$ cat src/rtl/dmem_initiator_pkg.sv
// dmem_pkg: shared types and access helpers for the data-memory initiator
package dmem_pkg;
    typedef enum logic [2:0] {MEM_B = 3'd0, MEM_H = 3'd1, MEM_W = 3'd2, MEM_BU = 3'd4, MEM_HU = 3'd5} dmem_funct3_t;
    typedef enum logic [1:0] {IDLE, ISSUE, WAIT} dmem_state_t;
    typedef struct packed {
        logic [31:0] data;
        logic [4:0]  rd;
        logic        fault;
    } dmem_rsp_t;

    function automatic logic is_fault(input logic store, input logic [2:0] f3, input logic [1:0] o);
        return (f3 == 3'd3) || (f3[2:1] == 2'b11) || (store && f3[2]) ||
               ((f3 == MEM_H || f3 == MEM_HU) && o[0]) || (f3 == MEM_W && o != 2'b00);
    endfunction

    function automatic logic [3:0] byte_mask(input logic [2:0] f3, input logic [1:0] o);
        return f3[1:0] == 2'd0 ? 4'b0001 << o : f3[1:0] == 2'd1 ? 4'b0011 << o : 4'b1111;
    endfunction

    function automatic logic [31:0] load_fmt(input logic [2:0] f3, input logic [1:0] o, input logic [31:0] rdata);
        logic [31:0] lane;
        lane = rdata >> {o, 3'b000};
        return f3 == MEM_B  ? {{24{lane[7]}}, lane[7:0]} :
               f3 == MEM_H  ? {{16{lane[15]}}, lane[15:0]} :
               f3 == MEM_BU ? {24'd0, lane[7:0]} :
               f3 == MEM_HU ? {16'd0, lane[15:0]} : lane;
    endfunction
endpackage

$ cat src/rtl/dmem_initiator_if.sv
// dmem_initiator_if: request, response and memory-port signals of the initiator
interface dmem_initiator_if;
    logic        req_valid;
    logic        req_ready;
    logic        req_store;
    logic [2:0]  req_funct3;
    logic [31:0] req_addr;
    logic [31:0] req_wdata;
    logic [4:0]  req_rd;
    logic        rsp_valid;
    logic        rsp_ready;
    logic [31:0] rsp_data;
    logic [4:0]  rsp_rd;
    logic        rsp_fault;
    logic [31:0] mem_addr;
    logic [3:0]  mem_rmask;
    logic [3:0]  mem_wmask;
    logic [31:0] mem_wdata;
    logic [31:0] mem_rdata;
    logic        mem_resp;

    modport master (
        input  req_valid, req_store, req_funct3, req_addr, req_wdata, req_rd, rsp_ready, mem_rdata, mem_resp,
        output req_ready, rsp_valid, rsp_data, rsp_rd, rsp_fault, mem_addr, mem_rmask, mem_wmask, mem_wdata
    );
    modport slave (
        output req_valid, req_store, req_funct3, req_addr, req_wdata, req_rd, rsp_ready, mem_rdata, mem_resp,
        input  req_ready, rsp_valid, rsp_data, rsp_rd, rsp_fault, mem_addr, mem_rmask, mem_wmask, mem_wdata
    );
endinterface

$ cat src/rtl/dmem_rsp_fifo2.sv
// dmem_rsp_fifo2: 2-entry response FIFO taking up to two ordered pushes and one pop per cycle
module dmem_rsp_fifo2 import dmem_pkg::*; (
    input  logic      clk,
    input  logic      rst_n,
    input  logic      push_a,
    input  dmem_rsp_t din_a,
    input  logic      push_b,
    input  dmem_rsp_t din_b,
    input  logic      pop,
    output dmem_rsp_t head,
    output logic [1:0] count
);
    dmem_rsp_t q0, q1, n0, n1, s0;
    logic [1:0] c1, c2, count_next;

    // pop shifts first, then push_a lands ahead of push_b
    always_comb begin
        c1 = count - {1'b0, pop};
        c2 = c1 + {1'b0, push_a};
        s0 = pop ? q1 : q0;
        n0 = push_a && c1 == 2'd0 ? din_a : push_b && c2 == 2'd0 ? din_b : s0;
        n1 = push_a && c1 == 2'd1 ? din_a : push_b && c2 == 2'd1 ? din_b : q1;
        count_next = c2 + {1'b0, push_b};
    end

    always_ff @(posedge clk or negedge rst_n)
        if (!rst_n) begin
            q0 <= '0;
            q1 <= '0;
            count <= 2'd0;
        end else begin
            q0 <= n0;
            q1 <= n1;
            count <= count_next;
        end

    assign head = q0;
endmodule

$ cat src/rtl/dmem_initiator.sv
// dmem_initiator: MEM-stage load/store initiator with masked word port and 2-entry response buffer
module dmem_initiator import dmem_pkg::*; (
    input logic clk,
    input logic rst_n,
    dmem_initiator_if.master bus
);
    dmem_state_t state, state_next;
    logic [1:0] cnt, cnt_next;
    logic bad, accept, acc_ok, mem_push, pop;
    logic [3:0] mask;
    logic cur_store;
    logic [2:0] cur_f3;
    logic [1:0] cur_off;
    logic [4:0] cur_rd;
    dmem_rsp_t mem_e, fault_e, head;

    // req_ready looks through this cycle's mem_resp and pop so the buffer never overflows
    always_comb begin
        bad = is_fault(bus.req_store, bus.req_funct3, bus.req_addr[1:0]);
        mask = byte_mask(bus.req_funct3, bus.req_addr[1:0]);
        mem_push = state == WAIT && bus.mem_resp;
        pop = bus.rsp_valid && bus.rsp_ready;
        cnt_next = cnt + {1'b0, mem_push} - {1'b0, pop};
        bus.req_ready = (state == IDLE || mem_push) && cnt_next <= 2'd1;
        accept = bus.req_valid && bus.req_ready;
        acc_ok = accept && !bad;
        mem_e = '{data: cur_store ? 32'd0 : load_fmt(cur_f3, cur_off, bus.mem_rdata), rd: cur_rd, fault: 1'b0};
        fault_e = '{data: 32'd0, rd: bus.req_rd, fault: 1'b1};
    end

    always_comb begin
        state_next = state;
        case (state)
            IDLE:    state_next = acc_ok ? ISSUE : IDLE;
            ISSUE:   state_next = WAIT;
            WAIT:    state_next = bus.mem_resp ? (acc_ok ? ISSUE : IDLE) : WAIT;
            default: state_next = IDLE;
        endcase
    end

    always_ff @(posedge clk or negedge rst_n)
        if (!rst_n) begin
            state <= IDLE;
            bus.mem_addr <= 32'd0;
            bus.mem_wdata <= 32'd0;
            bus.mem_rmask <= 4'd0;
            bus.mem_wmask <= 4'd0;
            cur_store <= 1'b0;
            cur_f3 <= 3'd0;
            cur_off <= 2'd0;
            cur_rd <= 5'd0;
        end else begin
            state <= state_next;
            bus.mem_rmask <= acc_ok && !bus.req_store ? mask : 4'd0;
            bus.mem_wmask <= acc_ok && bus.req_store ? mask : 4'd0;
            if (acc_ok) begin
                bus.mem_addr <= {bus.req_addr[31:2], 2'b00};
                bus.mem_wdata <= bus.req_wdata << {bus.req_addr[1:0], 3'b000};
                cur_store <= bus.req_store;
                cur_f3 <= bus.req_funct3;
                cur_off <= bus.req_addr[1:0];
                cur_rd <= bus.req_rd;
            end
        end

    dmem_rsp_fifo2 u_fifo (
        .clk(clk),
        .rst_n(rst_n),
        .push_a(mem_push),
        .din_a(mem_e),
        .push_b(accept && bad),
        .din_b(fault_e),
        .pop(pop),
        .head(head),
        .count(cnt)
    );

    assign bus.rsp_valid = cnt != 2'd0;
    assign bus.rsp_data = head.data;
    assign bus.rsp_rd = head.rd;
    assign bus.rsp_fault = head.fault;
endmodule

$ cat src/flat_wrapper.sv
// flat-port wrapper written by rule: the top's interface ports become plain ports
module dmem_initiator_flat import dmem_pkg::*;
  (clk, rst_n, bus_req_valid, bus_req_store, bus_req_funct3, bus_req_addr, bus_req_wdata, bus_req_rd, bus_rsp_ready, bus_mem_rdata, bus_mem_resp, bus_req_ready, bus_rsp_valid, bus_rsp_data, bus_rsp_rd, bus_rsp_fault, bus_mem_addr, bus_mem_rmask, bus_mem_wmask, bus_mem_wdata);
  dmem_initiator_if bus_i ();
  input logic clk;
  input logic rst_n;
  input wire logic [$bits(bus_i.req_valid)-1:0] bus_req_valid;
  input wire logic [$bits(bus_i.req_store)-1:0] bus_req_store;
  input wire logic [$bits(bus_i.req_funct3)-1:0] bus_req_funct3;
  input wire logic [$bits(bus_i.req_addr)-1:0] bus_req_addr;
  input wire logic [$bits(bus_i.req_wdata)-1:0] bus_req_wdata;
  input wire logic [$bits(bus_i.req_rd)-1:0] bus_req_rd;
  input wire logic [$bits(bus_i.rsp_ready)-1:0] bus_rsp_ready;
  input wire logic [$bits(bus_i.mem_rdata)-1:0] bus_mem_rdata;
  input wire logic [$bits(bus_i.mem_resp)-1:0] bus_mem_resp;
  output wire logic [$bits(bus_i.req_ready)-1:0] bus_req_ready;
  output wire logic [$bits(bus_i.rsp_valid)-1:0] bus_rsp_valid;
  output wire logic [$bits(bus_i.rsp_data)-1:0] bus_rsp_data;
  output wire logic [$bits(bus_i.rsp_rd)-1:0] bus_rsp_rd;
  output wire logic [$bits(bus_i.rsp_fault)-1:0] bus_rsp_fault;
  output wire logic [$bits(bus_i.mem_addr)-1:0] bus_mem_addr;
  output wire logic [$bits(bus_i.mem_rmask)-1:0] bus_mem_rmask;
  output wire logic [$bits(bus_i.mem_wmask)-1:0] bus_mem_wmask;
  output wire logic [$bits(bus_i.mem_wdata)-1:0] bus_mem_wdata;
  assign bus_i.req_valid = bus_req_valid;
  assign bus_i.req_store = bus_req_store;
  assign bus_i.req_funct3 = bus_req_funct3;
  assign bus_i.req_addr = bus_req_addr;
  assign bus_i.req_wdata = bus_req_wdata;
  assign bus_i.req_rd = bus_req_rd;
  assign bus_i.rsp_ready = bus_rsp_ready;
  assign bus_i.mem_rdata = bus_mem_rdata;
  assign bus_i.mem_resp = bus_mem_resp;
  assign bus_req_ready = bus_i.req_ready;
  assign bus_rsp_valid = bus_i.rsp_valid;
  assign bus_rsp_data = bus_i.rsp_data;
  assign bus_rsp_rd = bus_i.rsp_rd;
  assign bus_rsp_fault = bus_i.rsp_fault;
  assign bus_mem_addr = bus_i.mem_addr;
  assign bus_mem_rmask = bus_i.mem_rmask;
  assign bus_mem_wmask = bus_i.mem_wmask;
  assign bus_mem_wdata = bus_i.mem_wdata;
  dmem_initiator u_core (.clk(clk), .rst_n(rst_n), .bus(bus_i));
endmodule
$ cat config.mk
export PLATFORM = sky130hd
export DESIGN_NAME = dmem_initiator_flat
export DESIGN_NICKNAME = d
export VERILOG_FILES = /design/src/rtl/dmem_initiator_pkg.sv /design/src/rtl/dmem_initiator_if.sv /design/src/rtl/dmem_rsp_fifo2.sv /design/src/rtl/dmem_initiator.sv /design/src/flat_wrapper.sv
export SDC_FILE = /design/constraint.sdc
export NUM_CORES = 1
export LEC_CHECK = 0
export ABC_AREA = 0
export BUFFER_PORTS_ARGS = -buffer_cell sky130_fd_sc_hd__buf_2
export CORE_ASPECT_RATIO = 1.2
export CORE_UTILIZATION = 48
export DETAILED_ROUTE_END_ITERATION = 7
export PLACE_DENSITY = 0.76
export SYNTH_ARGS = -nofsm -noshare
export SYNTH_HDL_FRONTEND = slang
export SYNTH_HIERARCHICAL = 1
export SYNTH_SLANG_ARGS = --single-unit
$ cat constraint.sdc
create_clock -name clk -period 2.9 [get_ports clk]
set_clock_uncertainty 0.15 [all_clocks]
set_input_delay 0.145 -clock clk [delete_from_list [all_inputs] [get_ports clk]]
set_output_delay 0.145 -clock clk [all_outputs]
set_load 0.01 [all_outputs]
==> out/qor_table.md, run 1 <==
| Group | Metric | This run |
|---|---|---|
| outcome | Outcome | finished, final reports clean |
| synth | Share of synthesized area occupied by flip-flops and latches | 0.454 |
| grt | Via count of the first global-routing pass | 7,683 |
| critical path | Top Family by Delay on Critical Path | simple AND/OR/NAND/NOR gates |
| routing | 1st-pass router iterations | 5 |
| clocking | Clk Tree Root Cell | sky130_fd_sc_hd__clkbuf_16 |
| hold path | Launch instance of the worst min-delay path | bus_req_wdata[20] |
| die | Floorplan Core Area | 18,200 um2 |
| sta | Slew headroom | 0.502 |
| sta | Post-route setup slack | 0.0369 ns |
| critical path | Arrival @ worst endpoint | 3.00 ns |
| critical path | Cell with the largest stage delay on the worst path | sky130_fd_sc_hd__dfrtp_1 |
| pwr | Pwr dens | 977 nW/um2 |
| grt | Wire length of the first global-routing pass | 38,800 um |
| clocking | Clk_lat worst skew | 0.42 ns |
| cells and area | Count of nets after finishing | 1,322 |
| die | Die Span X | 126 um |
| synth | Synthesized area per cell | 10.2 um2 |
| clocking | Longest Clk Path Bufs | 2 |
| sta | Slew at the pin closest to its max-slew limit | 0.743 ns |
| routing | DRC errors left | 0 |
| critical path | Setup slack on the worst flop-to-flop path | 0.04 ns |
| critical path | Startpoint of the worst register-to-register path | u_core/u_fifo/count[0] |
| pwr | Leakage power summed over all cells | 5.74 nW |
| synth | Unique cell type count in the Yosys netlist | 46 |
| critical path | Highest cell delay on the worst timing path | 0.39 ns |
| critical path | Type of destination of the critical path | register |
| clocking | Clock slew at reported path FFs | 0.06 ns |
| critical path | Cell breakdown of the critical path | or2_4, and2_4, ha_4, xnor2_4, xnor2_2, nor4b_2, nor2b_2, nand2_2, or3b_4, clkbuf_16, o221ai_2 |
| grt | Total congestion overflow | 0 |
| hold path | Cell depth of the worst hold path | 4 |
| grt | GRT Util Overall | 0.260 |
| die | Area of the die | 19,100 um2 |
| critical path | Startpoint kind of the worst setup timing path | register |
| sta | Hold violation total from the final report | 0 |
| critical path | Worst setup path class | reg -> reg |
| cells and area | Area Growth Syn to Fin | 34.4% |
| routing | Mean number of vias per cell | 5.37 |
| routing | Total routed wirelength | 24,600 um |
| placed design | Detail Placement HPWL | 15,800 um |
| sta | Max Freq | 349 MHz |
| placed design | Buffers on Ports | 219 |
| critical path | Critical path required time | 3.04 ns |
| pwr | Power after layout | 11.7 mW |
| sta | Max-slew violation total from the final report | 0 |
| critical path | Worst reg2reg path depth | 11 |
| die | Vertical die dimension | 151 um |
| hold path | Endpoint of the worst hold-timing path | u_core/bus.mem_wdata[20] |
| pwr | Peak supply drop | 458 uV |
| clocking | CTS tree | built |
| critical path | Reg-to-reg endpoint | u_core/u_fifo/head[33] |
| clocking | Clk sinks | 161 |
| critical path | Combined buffer and inverter count along the critical path | 1 |
| routing | DRT iter0 DRCs | 535 |
| sta | Count of final setup violators | 0 |
| synth | Synthesis warning total | 6 |
| die | Initial Utilization | 0.489 |
| die | Number of standard-cell rows in the floorplan | 54 |
| synth | Gate count after technology mapping | 869 |
| sta | Final min period | 2.86 ns |
| flow run | Max Cap Viol | 0 |
| synth | Netlist Area Pre-Place | 8880 um2 |
| critical path | Largest fanout of any net on the critical path | 12 |
| sta | Part of the cycle the worst path needs | 0.987 |
| routing | Detailed-route via count | 7,732 |
| clocking | H-Tree Depth | 4 |
| die | Ports placed on the boundary | 222 |
| hold path | Hold Crit Class | in -> reg |
| routing | Number of routed nets with antenna violations | 0 |
| clocking | CTS buffer count | 17 |
| grt | Number of antenna violations at the first check in global routing | 0 |
| grt | Largest net degree at the start of global routing | 77 |
| synth | Total of flip-flops plus latches after synthesis | 161 |
| cells and area | # diodes | 0 |
| placed design | Post-placement setup slack | 0.0360 ns |
| cells and area | Count of fill cells added during filler insertion | 1,436 |
| routing | Routed length per placed instance | 17.1 um |
| placed design | Routability Congestion | 0.915 |
| cells and area | Ratio of cells with drive above 1 in the final layout | 0.331 |
power by group:
part | switching, mW | internal [mW]
sequential | 0.609 | 3.22
combinational | 3.00 | 2.53
clock | 0.931 | 1.38
sequential cells by signal (all words and copies together), names as in the netlist:
signal,cells
u_core/bus.mem_addr,30
u_core/bus.mem_rmask,4
u_core/bus.mem_wdata,32
u_core/bus.mem_wmask,4
u_core/cur_f3,3
u_core/cur_off,2
u_core/cur_rd,5
u_core/cur_store,1
u_core/state,2
u_core/u_fifo/count,2
u_core/u_fifo/head,38
u_core/u_fifo/q1,38
logic make-up (layout without fill, tap and decap cells):
logic type                 count (synthesis)  after routing  synth area share
AOI/OAI and AO/OA                        197            197             0.159
xor gates and xnor gates                   6              6           0.00747
adders and majority gates                  8              8            0.0113
buffers and inverters                    125            404            0.0658
DFF                                      161            161             0.454
muxes                                    152            152             0.187
other                                      2             70          0.000846
and+or+nand+nor                          218            218             0.115
tightest hold or removal path, cell delays in order:
cell and delay [ns]:
sky130_fd_sc_hd__buf_2 0.08, sky130_fd_sc_hd__mux2i_1 0.07, sky130_fd_sc_hd__o21ai_0 0.14, sky130_fd_sc_hd__mux2_2 0.14
synthesized netlist by cell type, drive strengths merged:
cell type / n / share of area
nand4: 1 / 0.0024
ha: 8 / 0.011
conb: 2 / 0.00085
o21a: 2 / 0.0017
xnor3: 1 / 0.0025
and3: 38 / 0.027
a2bb2oi: 1 / 0.00099
a221oi: 1 / 0.0030
a211oi: 17 / 0.014
mux2i: 79 / 0.089
o221ai: 38 / 0.052
a21oi: 34 / 0.019
mux2: 72 / 0.096
nand2b: 2 / 0.0014
mux4: 1 / 0.0025
a21o: 1 / 0.00085
nand2: 105 / 0.044
buf: 31 / 0.026
xnor2: 3 / 0.0030
xor2: 2 / 0.0020
or2: 2 / 0.0014
o21ai: 54 / 0.030
o2bb2ai: 1 / 0.00099
dfrtp: 161 / 0.45
a31oi: 39 / 0.027
nor3: 8 / 0.0045
nor2b: 14 / 0.0099
nand3b: 1 / 0.00085
nor4b: 1 / 0.00099
inv: 58 / 0.025
nor2: 35 / 0.015
o31ai: 9 / 0.0082
clkbuf: 36 / 0.015
and2: 10 / 0.0070
or3b: 1 / 0.00099
layout make-up:
| type | instances | area [um2] | area share |
|---|---|---|---|
| multi-input cells | 651 | 4680 | 0.392 |
| flip-flops and latches | 161 | 4030 | 0.337 |
| repair buffers | 315 | 2130 | 0.178 |
| clock buffers | 19 | 443 | 0.0371 |
| well taps | 224 | 280 | 0.0235 |
| inverters | 58 | 218 | 0.0182 |
| clock inverters | 12 | 159 | 0.0133 |
metrics by stage:
stage               std cells  TNS, ns  area [um2]   util  hold WS, ns
finish                   1440        0       11900  0.657       0.0337
global route             1440   -0.530       11900  0.657       0.0485
CTS                      1433        0       11700  0.645      0.00626
detailed placement       1343        0       10500  0.580       0.0592
floorplan                 937        0        9160      -       -0.301
global placement         1343        0       10500  0.580       0.0467
cells in the final DEF (no fill, tap or decap), drive strengths merged, types with 2 or more instances in the layout:
cell type	synthesis	layout
buf	31	254
dfrtp	161	161
nand2	105	105
mux2i	79	79
mux2	72	72
conb	2	70
dlygate4sd3	0	59
inv	58	59
o21ai	54	54
a31oi	39	39
and3	38	38
o221ai	38	38
nor2	35	35
a21oi	34	34
clkbuf	36	21
a211oi	17	17
nor2b	14	14
and2	10	10
o31ai	9	9
nor3	8	8
ha	8	8
clkinv	0	6
bufinv	0	3
xnor2	3	3
clkinvlp	0	2
nand2b	2	2
o21a	2	2
or2	2	2
xor2	2	2
how the worst max path moves through the flow:
stage | start | end | slack, ns | cells past startpoint
6_report | u_core/u_fifo/count[0] | u_core/u_fifo/head[33] | 0.04 | 11
3_3_place_gp | u_core/u_fifo/count[1] | u_core/u_fifo/head[15] | 0.12 | 11
5_1_grt | u_core/u_fifo/count[0] | u_core/u_fifo/head[8] | -0.05 | 11
2_1_floorplan | u_core/u_fifo/count[1] | u_core/u_fifo/head[1] | 0.007 | 12
3_5_place_dp | u_core/u_fifo/count[1] | u_core/u_fifo/head[17] | 0.04 | 11
4_1_cts | u_core/u_fifo/count[1] | u_core/u_fifo/head[17] | 0.02 | 11
layer usage:
layer,vias up,track usage,part of all wire
met2,283,0.455,0.51
met1,3715,0.311,0.41
met3,51,0.0615,0.058
li1,3683,-,-
met5,-,0,0
met4,0,0.101,0.027
timing repair:
| item | in CTS | in global routing |
|---|---|---|
| gates resized for setup | 0 | 23 |
| hold endpoints to repair | 134 | 4 |
| hold buffers | 59 | 1 |
| setup buffers | 0 | 5 |
| setup endpoints to repair | 0 | 44 |
Power figures use the tool's default switching activity.
==> run 2: changes to the inputs <==
CELL_PAD_IN_SITES_DETAIL_PLACEMENT = 0   (was default)
CELL_PAD_IN_SITES_GLOBAL_PLACEMENT = 1   (was default)
CORE_UTILIZATION = 37   (was 48)
PLACE_DENSITY = default   (was 0.76)
PLACE_DENSITY_LB_ADDON = 0.1   (was default)
==> out/qor_table.md, run 2 (synthesis gave the netlist of run 1 again) <==
| Group | Metric | This run | vs previous |
|---|---|---|---|
| outcome | Outcome | finished, final reports clean |  |
| clocking | CTS buffer count | 17 | unchanged |
| critical path | Startpoint of the worst register-to-register path | u_core/u_fifo/count[1] |  |
| critical path | Combined buffer and inverter count along the critical path | 2 | +1 |
| routing | Number of routed nets with antenna violations | 0 | unchanged |
| pwr | Relative contribution of combinational cells to total power | 0.474 | about the same |
| routing | Mean number of vias per cell | 4.90 | -8.7% |
| hold path | Launch instance of the worst min-delay path | bus_req_wdata[18] |  |
| critical path | Origin of the worst setup path | u_core/u_fifo/count[1] |  |
| critical path | Worst setup path class | reg -> reg |  |
| critical path | Critical path required time | 3.04 ns | about the same |
| cells and area | # diodes | 0 | unchanged |
| grt | Total congestion overflow | 0 | unchanged |
| sta | Max Freq | 356 MHz | +1.9% |
| cells and area | Ratio of cells with drive above 1 in the final layout | 0.336 | +0.00437 |
| pwr | Pwr dens | 986 nW/um2 | +0.91% |
| cells and area | Count of fill cells added during filler insertion | 2,198 | +53% |
| pwr | Switching part of the total | 0.389 | about the same |
| die | Area of the die | 24,600 um2 | +29% |
| routing | DRT iter0 DRCs | 337 | -37% |
| critical path | Type of destination of the critical path | register |  |
| hold path | Hold Crit Class | in -> reg |  |
| cells and area | Count of nets after finishing | 1,329 | +0.53% |
| die | Vertical die dimension | 172 um | +14% |
| die | Ports placed on the boundary | 222 | unchanged |
| pwr | Clock share of power | 0.207 | +0.009 |
| pwr | Internal Power | 7.36 mW | +3.2% |
| pwr | Leakage power summed over all cells | 5.83 nW | +1.6% |
| die | Initial Utilization | 0.380 | -0.108 |
| clocking | CTS tree | built |  |
| critical path | Cell with the largest stage delay on the worst path | sky130_fd_sc_hd__dfrtp_1 |  |
| critical path | Arrival @ worst endpoint | 2.95 ns | -0.05 ns |
| clocking | Clk_lat worst skew | 0.42 ns | about the same |
| critical path | Cell breakdown of the critical path | or2_4, and2_4, ha_4, xnor2_4, xnor2_2, nor4b_4, nor2b_4, nand2_2, or3b_4, buf_6, buf_16, o221ai_1 |  |
| placed design | Detail Placement HPWL | 17,500 um | +10% |
| critical path | Largest fanout of any net on the critical path | 10 | -2 |
| routing | DRC errors left | 0 | unchanged |
| critical path | Highest cell delay on the worst timing path | 0.37 ns | -0.02 ns |
| critical path | Top Family by Delay on Critical Path | simple AND/OR/NAND/NOR gates |  |
| sta | Part of the cycle the worst path needs | 0.969 | -0.0185 |
| routing | Routed length per placed instance | 17.1 um | +0.51% |
| sta | Max-slew violation total from the final report | 0 | unchanged |
| flow run | Max Cap Viol | 0 | unchanged |
| die | Floorplan Core Area | 23,400 um2 | +29% |
| routing | Detailed-route via count | 7,548 | -2.4% |
| sta | Total Negative Setup Slacks | 0 ns | unchanged |
| critical path | Startpoint kind of the worst setup timing path | register |  |
| sta | Hold violation total from the final report | 0 | unchanged |
| sta | Slew headroom | 0.542 | +0.0398 |
| cells and area | Final cell utilization of the core | 0.523 | -0.134 |
| placed design | Buffers on Ports | 219 | unchanged |
| grt | GRT Util Overall | 0.220 | -0.0398 |
| clocking | Longest Clk Path Bufs | 2 | unchanged |
| clocking | Clk sinks | 161 | unchanged |
| grt | Largest net degree at the start of global routing | 77 | unchanged |
| grt | Via count of the first global-routing pass | 7,537 | -1.9% |
| sta | Slew at the pin closest to its max-slew limit | 0.683 ns | -0.0603 ns |
| die | Die Span X | 143 um | +14% |
| sta | Final min period | 2.81 ns | -0.0536 ns |
| sta | Count of final setup violators | 0 | unchanged |
| grt | Number of antenna violations at the first check in global routing | 1 | +1 |
| pwr | Proportion of power drawn by flip-flops and latches | 0.318 | -0.010 |
| sta | RSZ-0062 raised after global routing | yes |  |
| cells and area | Most frequent standard cell in the layout excluding fill and tap cells | sky130_fd_sc_hd__buf_2 |  |
| sta | Post-route setup slack | 0.0905 ns | +0.0536 ns |
| placed design | Routability Congestion | 0.858 | -6.3% |
| pwr | Peak supply drop | 481 uV | +5.1% |
| clocking | H-Tree Depth | 4 | unchanged |
| pwr | Switching Power | 4.69 mW | +3.2% |
| routing | Total routed wirelength | 26,400 um | +7.4% |
| clocking | Clock slew at reported path FFs | 0.07 ns | about the same |
| grt | Wire length of the first global-routing pass | 41,400 um | +6.7% |
| cells and area | Commonest non-fill, non-tap cells in the layout | sky130_fd_sc_hd__buf_2 (218), sky130_fd_sc_hd__dfrtp_1 (161), sky130_fd_sc_hd__nand2_1 (104) |  |
| placed design | Post-placement setup slack | -0.0644 ns | -0.100 ns |
| cells and area | Area Growth Syn to Fin | 37.5% |  |
| die | Number of standard-cell rows in the floorplan | 61 | +13% |
| clocking | Clk Tree Root Cell | sky130_fd_sc_hd__clkbuf_16 |  |
| routing | 1st-pass router iterations | 5 | unchanged |
[run 2: changes by cell type in the layout (fill, tap and decap cells not counted), sizes merged]
cell         delta
inv             +7
buf             +5
clkinv          -3
clkinvlp        -2
clkbuf          -3
bufinv          +1
dlygate4sd3     +3
[run 2: final cells by class]
cell class,count,area [um2],share of cell area
flip-flops and latches,161,4030,0.330
inverters,58,218,0.0178
multi-input cells,651,4710,0.386
clock buffers,17,425,0.0348
well taps,315,394,0.0323
clock inverters,15,219,0.0179
repair buffers,322,2220,0.181
[run 2: routing by layer]
layer / global-route usage / share of wire
met4: 0.0597 / 0.013
met1: 0.281 / 0.44
met3: 0.0498 / 0.055
met2: 0.373 / 0.49
met5: 0 / 0.00064
[run 2: path summary, 6_finish.rpt]
path | to | slack [ns] | cells after the start
min | u_core/bus.mem_wdata[18] | 0.01 | 4
min reg2reg | u_core/u_fifo/q1[18] | 0.33 | 2
max reg2reg | u_core/u_fifo/head[14] | 0.09 | 12
min in group asynchronous | u_core/u_fifo/q1[19] | 0.11 | 2
max | u_core/u_fifo/head[14] | 0.09 | 12
max in group asynchronous | u_core/cur_rd[3] | 1.73 | 3
[run 2: worst register-to-register path, cell delays in order, from the launching register on]
cell and delay (ns):
sky130_fd_sc_hd__dfrtp_1 0.37, sky130_fd_sc_hd__or2_4 0.25, sky130_fd_sc_hd__and2_4 0.17, sky130_fd_sc_hd__ha_4 0.17, sky130_fd_sc_hd__xnor2_4 0.20, sky130_fd_sc_hd__xnor2_2 0.13, sky130_fd_sc_hd__nor4b_4 0.28, sky130_fd_sc_hd__nor2b_4 0.22
sky130_fd_sc_hd__nand2_2 0.06, sky130_fd_sc_hd__or3b_4 0.27, sky130_fd_sc_hd__buf_6 0.13, sky130_fd_sc_hd__buf_16 0.15, sky130_fd_sc_hd__o221ai_1 0.12
[run 2: power by group through the flow]
stage                     combinational (mW)  clock, mW  sequential, mW
after detailed placement                5.16          0            3.87
final                                   5.71       2.50            3.84
after floorplan                         3.13          0            4.01
after global placement                  5.10          0            3.86
after CTS                               5.58       2.57            3.85
after global routing                    6.27       2.64            3.97
[run 2: timing repair]
item | CTS | global route
pin swaps | 4 | 4
setup buffers | 9 | 2
gates cloned | 3 | 1
resized for setup | 9 | 18
hold endpoints to repair | 130 | 0
setup endpoints to repair | 38 | 40
hold buffers | 62 | 0
[run 2: metrics by stage]
| stage | area (um2) | power, mW | instances | hold WS, ns |
|---|---|---|---|---|
| floorplan | 9160 | 7.13 | 937 | -0.301 |
| global placement | 10600 | 8.96 | 1432 | 0.0248 |
| detailed placement | 10600 | 9.02 | 1432 | 0.0204 |
| CTS | 12100 | 12.0 | 1538 | 0.00105 |
| global route | 12200 | 12.9 | 1539 | 0.0411 |
| finish | 12200 | 12.0 | 1539 | 0.0129 |
==> run 3: changes to the inputs <==
CORE_UTILIZATION = 36   (was 37)
PLACE_DENSITY = 0.83   (was default)
PLACE_DENSITY_LB_ADDON = default   (was 0.1)
SYNTH_HIERARCHICAL = default   (was 1)
==> out/qor_table.md, run 3 <==
| Group | Metric | This run | vs previous |
|---|---|---|---|
| clocking | H-Tree Depth | 4 | unchanged |
| die | Floorplan Core Area | 21,100 um2 | -9.6% |
| synth | Total of flip-flops plus latches after synthesis | 161 | unchanged |
| critical path | Worst setup path class | reg -> reg |  |
| critical path | Number of cells on the critical path | 10 | -2 |
| die | Vertical die dimension | 163 um | -5.0% |
| placed design | Number of placed cells counting well taps | 1,161 | -19% |
| grt | GRT Util Overall | 0.205 | -0.0156 |
| pwr | Peak supply drop | 453 uV | -5.8% |
| cells and area | Final cell utilization of the core | 0.501 | -0.0218 |
| routing | Total routed wirelength | 22,100 um | -16% |
| critical path | Reg-to-reg endpoint | u_core.bus.mem_addr[9] |  |
| synth | Fraction of synthesis flops using an asynchronous set or reset pin | 1.00 | unchanged |
| critical path | Top Family by Delay on Critical Path | simple AND/OR/NAND/NOR gates |  |
| synth | Unique cell type count in the Yosys netlist | 48 | +4.3% |
| die | Ports placed on the boundary | 222 | unchanged |
| critical path | Cell breakdown of the critical path | or2_4, nand2_4, inv_6, ha_1, nand2b_1, xnor2_2, nand3_2, inv_2, buf_12, mux2_2 |  |
| synth | Leading register cell type out of synthesis | sky130_fd_sc_hd__dfrtp_1 |  |
| die | Die Span X | 136 um | -5.0% |
| synth | Leading post-synthesis cells by cell area | sky130_fd_sc_hd__dfrtp_1 (52%), sky130_fd_sc_hd__mux2_2 (9.7%), sky130_fd_sc_hd__mux2i_1 (6.4%), sky130_fd_sc_hd__o2bb2ai_1 (3.7%), sky130_fd_sc_hd__o21ai_0 (3.7%) |  |
| clocking | Clk_lat worst skew | 0.43 ns | about the same |
| grt | Wire length of the first global-routing pass | 34,900 um | -16% |
| synth | Share of synthesized area occupied by flip-flops and latches | 0.517 | +0.0634 |
| clocking | CTS tree | built |  |
| sta | Max-slew violation total from the final report | 0 | unchanged |
| placed design | Buffers on Ports | 219 | unchanged |
| routing | Detailed-route via count | 6,527 | -14% |
| critical path | Worst setup path endpoint | u_core.bus.mem_addr[9] |  |
| sta | Count of final setup violators | 0 | unchanged |
| cells and area | Area Growth Syn to Fin | 35.8% |  |
| cells and area | Storage cell area | 4030 um2 | unchanged |
| critical path | Combined buffer and inverter count along the critical path | 3 | +1 |
| cells and area | # diodes | 0 | unchanged |
| critical path | Cell with the largest stage delay on the worst path | sky130_fd_sc_hd__dfrtp_1 |  |
| critical path | Highest cell delay on the worst timing path | 0.43 ns | +0.06 ns |
| die | Number of standard-cell rows in the floorplan | 58 | -4.9% |
| clocking | CTS buffer count | 17 | unchanged |
| die | Area of the die | 22,200 um2 | -9.7% |
| cells and area | Count of nets after finishing | 1,097 | -17% |
| routing | Routed length per placed instance | 17.5 um | +2.1% |
| outcome | Outcome | finished, final reports clean |  |
| synth | Netlist Area Pre-Place | 7790 um2 | -12% |
| grt | Met1 usage in global routing | 0.257 | -0.0246 |
| routing | DRT iter0 DRCs | 327 | -3.0% |
| sta | Final min period | 2.75 ns | -0.0592 ns |
| synth | Most frequent cells after synthesis | sky130_fd_sc_hd__dfrtp_1 (161), sky130_fd_sc_hd__mux2_2 (67), sky130_fd_sc_hd__nand2_1 (62) |  |
| placed design | Area after detailed placement | 9290 um2 | -13% |
| routing | Mean number of vias per cell | 5.17 | +5.5% |
| hold path | Hold Crit Class | in -> reg |  |
| pwr | Power after layout | 10.7 mW | -11% |
| clocking | Clock slew at reported path FFs | 0.06 ns | about the same |
| synth | Number of enable-type register cells in the synthesized netlist | 0 | unchanged |
| placed design | Routability Congestion | 0.823 | -4.1% |
| synth | Area leader, netlist | sky130_fd_sc_hd__dfrtp_1 |  |
| placed design | Detail Placement HPWL | 15,500 um | -12% |
| critical path | Type of destination of the critical path | register |  |
| clocking | Longest Clk Path Bufs | 2 | unchanged |
| clocking | Clk Tree Root Cell | sky130_fd_sc_hd__clkbuf_16 |  |
| grt | Met2 Use GR | 0.341 | -0.0324 |
| sta | RSZ-0062 raised after global routing | no |  |
| critical path | Startpoint kind of the worst setup timing path | register |  |
| grt | Gr busiest metal | met2 |  |
| critical path | Origin of the worst setup path | u_core.u_fifo.count[1] |  |
| grt | Met3 capacity usage during global routing | 0.0506 | +0.000757 |
| critical path | Largest fanout of any net on the critical path | 41 | +31 |
| grt | Largest net degree at the start of global routing | 70 | -9.1% |
| synth | Synthesized area per cell | 11.2 um2 | +9.4% |
| cells and area | Most frequent standard cell in the layout excluding fill and tap cells | sky130_fd_sc_hd__buf_2 |  |
| critical path | Startpoint of the worst register-to-register path | u_core.u_fifo.count[1] |  |
| routing | Number of routed nets with antenna violations | 0 | unchanged |
| sta | Max Freq | 364 MHz | +2.2% |
| die | Initial Utilization | 0.369 | -0.0113 |
| critical path | Setup slack on the worst flop-to-flop path | 0.15 ns | +0.06 ns |
| critical path | Critical path required time | 3.05 ns | about the same |
| cells and area | Post-Layout Cell Count | 1,262 | -18% |
| routing | 1st-pass router iterations | 5 | unchanged |
| flow run | Max Cap Viol | 0 | unchanged |
| critical path | Worst reg2reg path depth | 10 | -2 |
| synth | Top-area cell type share of the netlist area | 0.517 | +0.0634 |
| sta | Slew headroom | 0.526 | -0.0158 |
| pwr | Leakage power summed over all cells | 5.04 nW | -14% |
| synth | Most frequent cell after synthesis | sky130_fd_sc_hd__dfrtp_1 |  |
| cells and area | Ratio of cells with drive above 1 in the final layout | 0.370 | +0.0342 |
| grt | Via count of the first global-routing pass | 6,502 | -14% |
| critical path | Arrival @ worst endpoint | 2.90 ns | -0.05 ns |
| cells and area | Final instance area | 10,600 um2 | -13% |
| clocking | Post-CTS repair timing setup buffer count | 0 | -9 |
| sta | Slew at the pin closest to its max-slew limit | 0.709 ns | +0.0260 ns |
| clocking | Clk sinks | 161 | unchanged |
| cells and area | Multi-input combinational cell area | 3540 um2 | -25% |
| hold path | Launch instance of the worst min-delay path | bus_req_addr[0] |  |
| sta | Hold violation total from the final report | 0 | unchanged |
| synth | Synthesis warning total | 0 | -6 |
| routing | DRC errors left | 0 | unchanged |
| cells and area | Commonest non-fill, non-tap cells in the layout | sky130_fd_sc_hd__buf_2 (218), sky130_fd_sc_hd__dfrtp_1 (161), sky130_fd_sc_hd__dlygate4sd3_1 (69) |  |
| grt | Number of antenna violations at the first check in global routing | 0 | -1 |
| sta | Part of the cycle the worst path needs | 0.948 | -0.0204 |
| grt | Total congestion overflow | 0 | unchanged |
| cells and area | Count of fill cells added during filler insertion | 1,894 | -14% |
| placed design | Post-placement setup slack | 0.113 ns | +0.177 ns |
| sta | Post-route setup slack | 0.150 ns | +0.0592 ns |
| hold path | Cell depth of the worst hold path | 3 | -1 |
| pwr | Pwr dens | 1010 nW/um2 | +2.7% |
| synth | Gate count after technology mapping | 697 | -20% |
-- run 3: cell types whose count changed after synthesis, moves of 13 or more --
| cell | before | now |
|---|---|---|
| sky130_fd_sc_hd__o21a_1 | 2 | 17 |
| sky130_fd_sc_hd__and3_1 | 38 | 2 |
| sky130_fd_sc_hd__nor2_1 | 35 | 22 |
| sky130_fd_sc_hd__o2bb2ai_1 | 1 | 33 |
| sky130_fd_sc_hd__o221ai_2 | 20 | 0 |
| sky130_fd_sc_hd__a31oi_1 | 39 | 1 |
| sky130_fd_sc_hd__nand2_1 | 105 | 62 |
| sky130_fd_sc_hd__inv_1 | 57 | 8 |
| sky130_fd_sc_hd__o22ai_1 | 0 | 25 |
| sky130_fd_sc_hd__mux2i_1 | 79 | 50 |
| sky130_fd_sc_hd__o221ai_1 | 18 | 0 |
-- run 3: worst min-delay path by stage --
stage / endpoint / slack, ns
6_report: u_core.cur_off[0] / 0.003
2_1_floorplan: u_core.bus.mem_addr[10] / -0.30
3_3_place_gp: u_core.bus.mem_addr[24] / 0.05
5_1_grt: u_core.bus.mem_wdata[27] / 0.02
4_1_cts: u_core.bus.mem_wdata[27] / 0.002
3_5_place_dp: u_core.bus.mem_addr[24] / 0.05
-- run 3: worst register-to-register path: stages (launching register included) --
cell and delay (ns):
sky130_fd_sc_hd__dfrtp_1 0.43, sky130_fd_sc_hd__or2_4 0.26, sky130_fd_sc_hd__nand2_4 0.08, sky130_fd_sc_hd__inv_6 0.04
sky130_fd_sc_hd__ha_1 0.27, sky130_fd_sc_hd__nand2b_1 0.20, sky130_fd_sc_hd__xnor2_2 0.31, sky130_fd_sc_hd__nand3_2 0.15
sky130_fd_sc_hd__inv_2 0.11, sky130_fd_sc_hd__buf_12 0.25, sky130_fd_sc_hd__mux2_2 0.39
-- run 3: routing by layer --
| metal | part of all wire | wire, um | up-vias |
|---|---|---|---|
| met5 | 0 | 0 | - |
| met4 | 0.023 | 498 | 0 |
| met1 | 0.42 | 9300 | 3139 |
| li1 | - | - | 3109 |
| met2 | 0.50 | 11000 | 240 |
| met3 | 0.061 | 1350 | 39 |
-- run 3: report_power, final --
group	internal [mW]	switching, mW	leakage, nW
clock network	1.32	0.945	0.284
logic	2.18	2.51	2.68
registers	3.22	0.546	2.07
total	6.72	4.00	5.04
-- run 3: final cells by class --
| class | instances | share of cell area |
|---|---|---|
| flip-flops and latches | 161 | 0.381 |
| repair buffers | 314 | 0.193 |
| inverters | 9 | 0.00367 |
| clock inverters | 11 | 0.0122 |
| clock buffers | 21 | 0.0435 |
| multi-input cells | 476 | 0.335 |
| well taps | 270 | 0.0319 |
-- run 3: timing repair --
item / 4_1_cts / 5_1_grt
endpoints found under the setup margin: 0 / 16
hold buffers: 69 / 0
resized for setup: 0 / 2
endpoints found under the hold margin: 158 / 0
-- run 3: cells by family after synthesis --
kind of cell	count (synthesis)	synth area share
compound gates	205	0.177
fa+ha+maj	8	0.0128
xor+xnor	6	0.00867
flops	161	0.517
mux	118	0.164
simple gates	137	0.0851
buf+inv	61	0.0353
other cells	1	0.000481
-- run 3: through the flow --
stage / hold slack, ns / TNS [ns]
2_1_floorplan: -0.301 / -2.64
3_3_place_gp: 0.0512 / 0
3_5_place_dp: 0.0527 / 0
4_1_cts: 0.00205 / 0
5_1_grt: 0.0182 / 0
6_report: 0.00271 / 0
